File: config.mk
export PLATFORM = sky130hd
export DESIGN_NAME = spi_byte_sequencer
export DESIGN_NICKNAME = d
export VERILOG_FILES = /design/src/rtl/spi_byte_sequencer.sv
export SDC_FILE = /design/constraint.sdc
export NUM_CORES = 1
export LEC_CHECK = 0
export CAP_MARGIN = 20
export CORE_MARGIN = 1.5
export CORE_UTILIZATION = 59
export CTS_CLUSTER_DIAMETER = 200
export CTS_CLUSTER_SIZE = 24
export DETAILED_ROUTE_END_ITERATION = 6
export PLACE_DENSITY = 0.88
export REMOVE_ABC_BUFFERS = 1
export SLEW_MARGIN = 20
export SYNTH_ARGS = -nofsm -noshare
export SYNTH_HDL_FRONTEND = slang
export SYNTH_SLANG_ARGS = --single-unit
File: constraint.sdc
create_clock -name clk -period 3.2 [get_ports clk]
set_input_delay 0.64 -clock clk [delete_from_list [all_inputs] [get_ports clk]]
set_output_delay 0.64 -clock clk [all_outputs]
set_load 0.005 [all_outputs]
File: src/rtl/spi_byte_sequencer.sv
// Byte FIFOs around a launcher for spi_master: enable 3 cycles after an idle write, RX head 2 edges after done.
// Writes stall on TX full, launches stall on RX full; SPI_SEQ_TIMEOUT_EN adds a sticky WAIT_DONE watchdog.

module spi_seq_fifo #(
    parameter int DEPTH = 8
) (
    input  logic       clk,
    input  logic       reset,
    input  logic       push_i,
    input  logic [7:0] push_dat_i,
    input  logic       pop_i,
    output logic       head_vld_o,
    output logic [7:0] head_dat_o,
    output logic       full_o,
    output logic       empty_o
);
    localparam int AW = $clog2(DEPTH);
    localparam logic [AW:0] PTR_ONE = 1;

    logic [7:0]  mem_q [DEPTH];
    logic [AW:0] wr_ptr_q, rd_ptr_q, rd_ptr_d;
    logic        head_vld_q, head_vld_d;
    logic [7:0]  head_q;

    assign full_o     = (wr_ptr_q[AW] != rd_ptr_q[AW]) && (wr_ptr_q[AW-1:0] == rd_ptr_q[AW-1:0]);
    assign empty_o    = (wr_ptr_q == rd_ptr_q);
    assign head_vld_o = head_vld_q;
    assign head_dat_o = head_q;

    // The head register looks at pointers from before this edge's push, so a write into an
    // empty FIFO surfaces one edge later while a pop with data behind it refills at once.
    assign rd_ptr_d   = (pop_i && head_vld_q) ? rd_ptr_q + PTR_ONE : rd_ptr_q;
    assign head_vld_d = (rd_ptr_d != wr_ptr_q);

    always_ff @(posedge clk) begin
        if (push_i && !full_o) begin
            mem_q[wr_ptr_q[AW-1:0]] <= push_dat_i;
        end
    end

    always_ff @(posedge clk) begin
        if (!reset) begin
            wr_ptr_q   <= '0;
            rd_ptr_q   <= '0;
            head_vld_q <= 1'b0;
            head_q     <= 8'h00;
        end else begin
            if (push_i && !full_o) begin
                wr_ptr_q <= wr_ptr_q + PTR_ONE;
            end
            rd_ptr_q   <= rd_ptr_d;
            head_vld_q <= head_vld_d;
            head_q     <= head_vld_d ? mem_q[rd_ptr_d[AW-1:0]] : 8'h00;
        end
    end
endmodule

module spi_byte_sequencer #(
    parameter int DEPTH          = 8,
    parameter int TIMEOUT_CYCLES = 1024
) (
    input  logic       clk,
    input  logic       reset,
    input  logic       wr_valid,
    input  logic [7:0] wr_data,
    output logic       wr_ready,
    output logic       m_tx_enable,
    output logic [7:0] m_tx_data,
    input  logic       m_done,
    input  logic [7:0] m_rx_data,
    output logic       rd_valid,
    output logic [7:0] rd_data,
    input  logic       rd_ready,
    output logic       busy,
    output logic       err_timeout,
    input  logic       err_clr
);
    typedef enum logic [2:0] {IDLE, LOAD, START, WAIT_DONE, CAPTURE} state_t;

    state_t     state_q, state_d;
    logic [7:0] tx_dat_q, tx_dat_d, rx_dat_q, rx_dat_d;
    logic       rdy_q;
    logic       tx_push, tx_pop, tx_head_vld, tx_full, tx_empty;
    logic [7:0] tx_head;
    logic       rx_push, rx_full, rx_empty_unused;
    logic       to_hit, to_fire;

    assign wr_ready  = rdy_q && !tx_full;
    assign tx_push   = wr_valid && wr_ready;
    assign m_tx_data = tx_dat_q;
    assign busy      = (state_q != IDLE) || !tx_empty;

    spi_seq_fifo #(.DEPTH(DEPTH)) u_tx_fifo (
        .clk        (clk),
        .reset      (reset),
        .push_i     (tx_push),
        .push_dat_i (wr_data),
        .pop_i      (tx_pop),
        .head_vld_o (tx_head_vld),
        .head_dat_o (tx_head),
        .full_o     (tx_full),
        .empty_o    (tx_empty)
    );

    spi_seq_fifo #(.DEPTH(DEPTH)) u_rx_fifo (
        .clk        (clk),
        .reset      (reset),
        .push_i     (rx_push),
        .push_dat_i (rx_dat_q),
        .pop_i      (rd_ready),
        .head_vld_o (rd_valid),
        .head_dat_o (rd_data),
        .full_o     (rx_full),
        .empty_o    (rx_empty_unused)
    );

    always_ff @(posedge clk) begin
        if (!reset) begin
            state_q  <= IDLE;
            tx_dat_q <= 8'h00;
            rx_dat_q <= 8'h00;
            rdy_q    <= 1'b0;
        end else begin
            state_q  <= state_d;
            tx_dat_q <= tx_dat_d;
            rx_dat_q <= rx_dat_d;
            rdy_q    <= 1'b1;
        end
    end

    always_comb begin
        state_d     = state_q;
        tx_dat_d    = tx_dat_q;
        rx_dat_d    = rx_dat_q;
        tx_pop      = 1'b0;
        rx_push     = 1'b0;
        m_tx_enable = 1'b0;
        to_fire     = 1'b0;
        case (state_q)
            // A launch needs a free RX slot so the reply always has somewhere to land.
            IDLE:      if (tx_head_vld && !rx_full) state_d = LOAD;
            LOAD: begin
                tx_pop   = 1'b1;
                tx_dat_d = tx_head;
                state_d  = START;
            end
            START: begin
                m_tx_enable = 1'b1;
                state_d     = WAIT_DONE;
            end
            WAIT_DONE: begin
                if (m_done) begin
                    rx_dat_d = m_rx_data;
                    state_d  = CAPTURE;
                end else if (to_hit) begin
                    to_fire = 1'b1;
                    state_d = IDLE;
                end
            end
            CAPTURE: begin
                rx_push = 1'b1;
                state_d = IDLE;
            end
            default:   state_d = IDLE;
        endcase
    end

`ifdef SPI_SEQ_TIMEOUT_EN
    localparam int CW = (TIMEOUT_CYCLES > 1) ? $clog2(TIMEOUT_CYCLES) : 1;

    logic [CW-1:0] to_cnt_q;
    logic          err_q;

    assign to_hit      = (to_cnt_q == CW'(TIMEOUT_CYCLES - 1));
    assign err_timeout = err_q;

    always_ff @(posedge clk) begin
        if (!reset) begin
            to_cnt_q <= '0;
            err_q    <= 1'b0;
        end else begin
            to_cnt_q <= (state_q == WAIT_DONE) ? to_cnt_q + CW'(1) : '0;
            if (to_fire) begin
                err_q <= 1'b1;
            end else if (err_clr) begin
                err_q <= 1'b0;
            end
        end
    end
`else
    logic unused_cfg;

    assign to_hit      = 1'b0;
    assign err_timeout = 1'b0;
    assign unused_cfg  = err_clr ^ to_fire ^ (TIMEOUT_CYCLES > 0);
`endif
endmodule

==> summary.txt <==
Power
  • Power Dens Cells: roughly 550 nW/um2
  • Internal Dissipation: 3.66 mW
  • Leakage component of the power: 3.22 nW
  • Comb power frac: 3.6%
  • Overall power consumption: 4.73 mW
  • Peak supply drop: 0.533 mV
  • Sw Share: 22.7%
  • Clock group share of total power: 42.7%
  • Net switching component of the power: 1.07 mW
  • Sequential share of power: 53.8%

Critical path
  • Endpoint of the worst register-to-register path: u_tx_fifo.head_dat_o[0]
  • Crit Path Class: reg2out
  • Kind of end point of the critical path: primary output
  • Worst r2r path cells: 6
  • Data arrival time of the critical path: around 2.1 ns
  • Worst EP required: 2.56 ns
  • Critical path startpoint category: register
  • Series of cell instances along the critical path: xnor2_1 > a41oi_2 > clkdlybuf4s50_1
  • Reg-to-reg setup timing slack: 0.47 ns
  • Maximum fanout along the worst path: 8
  • Source of the worst register-to-register timing path: state_q[0]
  • Last element of the critical path: wr_ready
  • CP max-delay cell: sky130_fd_sc_hd__dfxtp_1
  • Beginning of the critical path: u_tx_fifo.rd_ptr_q[0]
  • Largest stage delay on the critical path: 0.63 ns

Placement
  • Area after detailed placement: slightly above 8000 um2
  • Weighted congestion reported at the end of routability-driven placement: 0.772
  • Number of port buffers: 40
  • Cell count after placement: 719
  • Detailed Place HPWL: 9.27 mm

Clocking
  • Number of clock sinks: 182
  • Number of clock buffers inserted by TritonCTS: 17
  • Depth of the CTS H-tree: 4
  • Post-CTS setup-driven buffer insertion count: 0
  • Clock latency at the later pin of the worst-skew pair: 0.43 ns
  • Clock slew at reported path FFs: around 0.07 ns
  • Post-cts repair resize count: 0
  • Master cell of the clock root buffer: sky130_fd_sc_hd__clkbuf_16
  • TritonCTS clock tree: built
  • Max clock buf depth: 2
  • Total of hold buffers inserted after clock tree synthesis: 0

Timing
  • Number of slew-limit violations in the final report: 0
  • Clock period minus worst slack: 2.73 ns
  • Final Cycle Share: 85.4%
  • Final setup violation count: 0
  • Least-Margin Pin Slew: 0.725 ns
  • Total negative slack: 0 ns
  • Fmax: between 300 and 400 MHz
  • Number of hold-slack violations in the final timing report: 0
  • Fin Clk Skew: 0.00837 ns
  • Setup repair after global routing missed its margin: no
  • Rel. slew slack: 51.6%

Yosys
  • Post-synthesis cell type with the largest combined area: sky130_fd_sc_hd__edfxtp_1
  • Proportion of synthesized flip-flops having asynchronous set or reset: 0%
  • Post-synthesis area per instance: 14.5 um2
  • Most common library cells after synthesis: 128 x sky130_fd_sc_hd__edfxtp_1, 64 x sky130_fd_sc_hd__nand2_1, 60 x sky130_fd_sc_hd__mux2i_1, 54 x sky130_fd_sc_hd__dfxtp_1, 18 x sky130_fd_sc_hd__nor2b_1
  • Yosys warning total: 0
  • Number of storage elements in the synthesis netlist: 182
  • Dominant register cell in the synthesized netlist: sky130_fd_sc_hd__edfxtp_1
  • Share of the synthesized area in the top cell type: 51.9%
  • Number of enable flip-flop cells after synthesis: 128
  • Register area share after synthesis: 66.6%
  • Count of distinct cell types in the synthesized netlist: 53
  • Synthesized netlist cell count: 510
  • Synthesized area: approximately 7400 um2
  • Largest cells by area after synthesis: sky130_fd_sc_hd__edfxtp_1 52%, sky130_fd_sc_hd__dfxtp_1 15%, sky130_fd_sc_hd__mux2i_1 8.1%, sky130_fd_sc_hd__nand2_1 3.2%, sky130_fd_sc_hd__mux4_2 2.4%
  • Most frequently used cell type in the post-synthesis netlist: sky130_fd_sc_hd__edfxtp_1

GRT
  • Pin count of the biggest net entering global routing: 34
  • Combined global-route utilization of all metal layers: between 20 and 25%
  • Residual overflow from global routing: 0
  • Global-route wire length before repair: 23.2 mm
  • Antenna violations before repair: 0
  • Vias in the first global route: ~4,500

Route
  • Via density per instance: 5.88
  • DRC violation count after routing: 0
  • Total wire length: 15.2 mm
  • Antenna viol nets, final: 0
  • Detailed-route via count: 4,419
  • Average wire per cell in the routed design: 20.2 um
  • Number of detailed-route iterations in the first pass: 5
  • Starting DRT DRC Count: 306

Run status
  • Run status: completed

Run
  • Max-cap violations: 0

Floorplan
  • Floorplan die area: 13,200 um2
  • Width of the die: ~110 um
  • Initial core utilization: 61.1%
  • Vertical extent of the die: 115 um
  • Row count: 40
  • Ports: between 40 and 50
  • Area of the core: 12,100 um2

Worst hold path
  • Hold Path Class: reg2reg

Layout
  • Area added between synthesis and finish: 17.2%
  • Inserted Diodes: 0
  • Count of non-filler cells in the finished layout: 751
  • Proportion of layout cells with a drive suffix above 1: 13.0%
  • Final-stage net count: 596
  • Final cell utilization of the core: 71.6%
  • Number of fill cells in the layout: 738
  • Post-route cell area: slightly below 9000 um2
-- state kept, by name (all words and copies together) (netlist names) --
register              count
m_tx_data                 8
rdy_q                     1
rx_dat_q                  8
state_q                   3
u_rx_fifo.head_dat_o      8
u_rx_fifo.head_vld_o      1
u_rx_fifo.mem_q          64
u_rx_fifo.rd_ptr_q        4
u_rx_fifo.wr_ptr_q        4
u_tx_fifo.head_dat_o      8
u_tx_fifo.head_vld_o      1
u_tx_fifo.mem_q          64
u_tx_fifo.rd_ptr_q        4
u_tx_fifo.wr_ptr_q        4
-- final cells by class --
class | instances | area, um2 | area share, %
clock buffer | 17 | 425 | 4.90
clock inverter | 15 | 156 | 1.80
inverter | 6 | 22.5 | 0.260
multi-input combinational | 295 | 2290 | 26.4
sequential | 182 | 4920 | 56.8
tap | 168 | 210 | 2.42
timing repair buffer | 68 | 648 | 7.47
-- logic make-up (layout without fill, tap and decap cells) --
family	Yosys count	in the layout	synth area share [%]
simple gates	157	157	11.1
compound gates	42	42	4.65
xor+xnor	22	22	3.58
mux	69	69	10.9
other cells	1	1	0.0507
flops	182	182	66.6
fa+ha+maj	4	4	0.676
buf+inv	33	106	2.54
-- per-layer routing --
metal | share of wire [%] | track usage, % | vias to the layer above
met2 | 53 | 42.7 | 186
met3 | 5.9 | 5.64 | 38
li1 | - | - | 2017
met4 | 2.3 | 11.1 | 0
met5 | 0 | 0 | -
met1 | 39 | 27.6 | 2178
-- through the flow --
stage / hold slack [ns] / setup WS (ns)
after floorplan: 0.463 / 0.548
after global placement: 0.473 / 0.414
after detailed placement: 0.490 / 0.335
after CTS: 0.507 / 0.436
after global routing: 0.523 / 0.387
final: 0.505 / 0.466
-- power by group through the flow --
stage               Clock [mW]  Combinational (mW)  Sequential, mW
CTS                       2.04               0.168            2.54
global route              2.13               0.180            2.54
global placement             0               0.159            2.59
detailed placement           0               0.166            2.60
finish                    2.02               0.168            2.54
floorplan                    0              0.0816            2.59
-- critical path: cells and delay by family (launching register included) --
kind	cells	cell delay (ns)
flops	1	0.63
buf+inv	1	0.57
compound gates	1	0.30
xor+xnor	1	0.17
-- cell usage in the layout, fill, tap and decap left out, types with 3 or more instances in the layout --
cell type | netlist | final
sky130_fd_sc_hd__dfxtp_1 | 54 | 54
sky130_fd_sc_hd__clkinv_4 | 0 | 3
sky130_fd_sc_hd__clkbuf_16 | 0 | 17
sky130_fd_sc_hd__clkdlybuf4s50_1 | 0 | 40
sky130_fd_sc_hd__and3_1 | 9 | 9
sky130_fd_sc_hd__nand4_1 | 6 | 6
sky130_fd_sc_hd__nand2b_1 | 5 | 5
sky130_fd_sc_hd__edfxtp_1 | 128 | 128
sky130_fd_sc_hd__a32oi_1 | 16 | 16
sky130_fd_sc_hd__mux2i_1 | 60 | 60
sky130_fd_sc_hd__buf_4 | 2 | 25
sky130_fd_sc_hd__nor3_1 | 5 | 5
sky130_fd_sc_hd__inv_1 | 6 | 6
sky130_fd_sc_hd__nor3b_1 | 9 | 9
sky130_fd_sc_hd__xnor2_1 | 13 | 13
sky130_fd_sc_hd__nand3_1 | 5 | 5
sky130_fd_sc_hd__inv_6 | 0 | 6
sky130_fd_sc_hd__buf_12 | 0 | 3
sky130_fd_sc_hd__and2_1 | 8 | 8
sky130_fd_sc_hd__nand2_1 | 64 | 64
sky130_fd_sc_hd__a21boi_0 | 11 | 11
sky130_fd_sc_hd__nor2_1 | 15 | 15
sky130_fd_sc_hd__mux4_2 | 8 | 8
sky130_fd_sc_hd__nor2b_1 | 18 | 18
sky130_fd_sc_hd__inv_8 | 0 | 4
sky130_fd_sc_hd__xor2_1 | 4 | 4
sky130_fd_sc_hd__ha_1 | 4 | 4
-- worst min-delay path by stage --
| stage | startpoint | to | slack [ns] | cells after the start |
|---|---|---|---|---|
| final | u_tx_fifo.head_dat_o[6] | m_tx_data[6] | 0.50 | 2 |
| after global routing | u_tx_fifo.wr_ptr_q[3] | u_tx_fifo.wr_ptr_q[3] | 0.52 | 2 |
| after CTS | u_tx_fifo.head_dat_o[6] | m_tx_data[6] | 0.51 | 2 |
| after detailed placement | u_tx_fifo.head_dat_o[3] | m_tx_data[3] | 0.49 | 2 |
| after global placement | u_tx_fifo.head_dat_o[1] | m_tx_data[1] | 0.47 | 2 |
| after floorplan | u_tx_fifo.head_dat_o[0] | m_tx_data[0] | 0.46 | 2 |
Power figures use the tool's default switching activity.
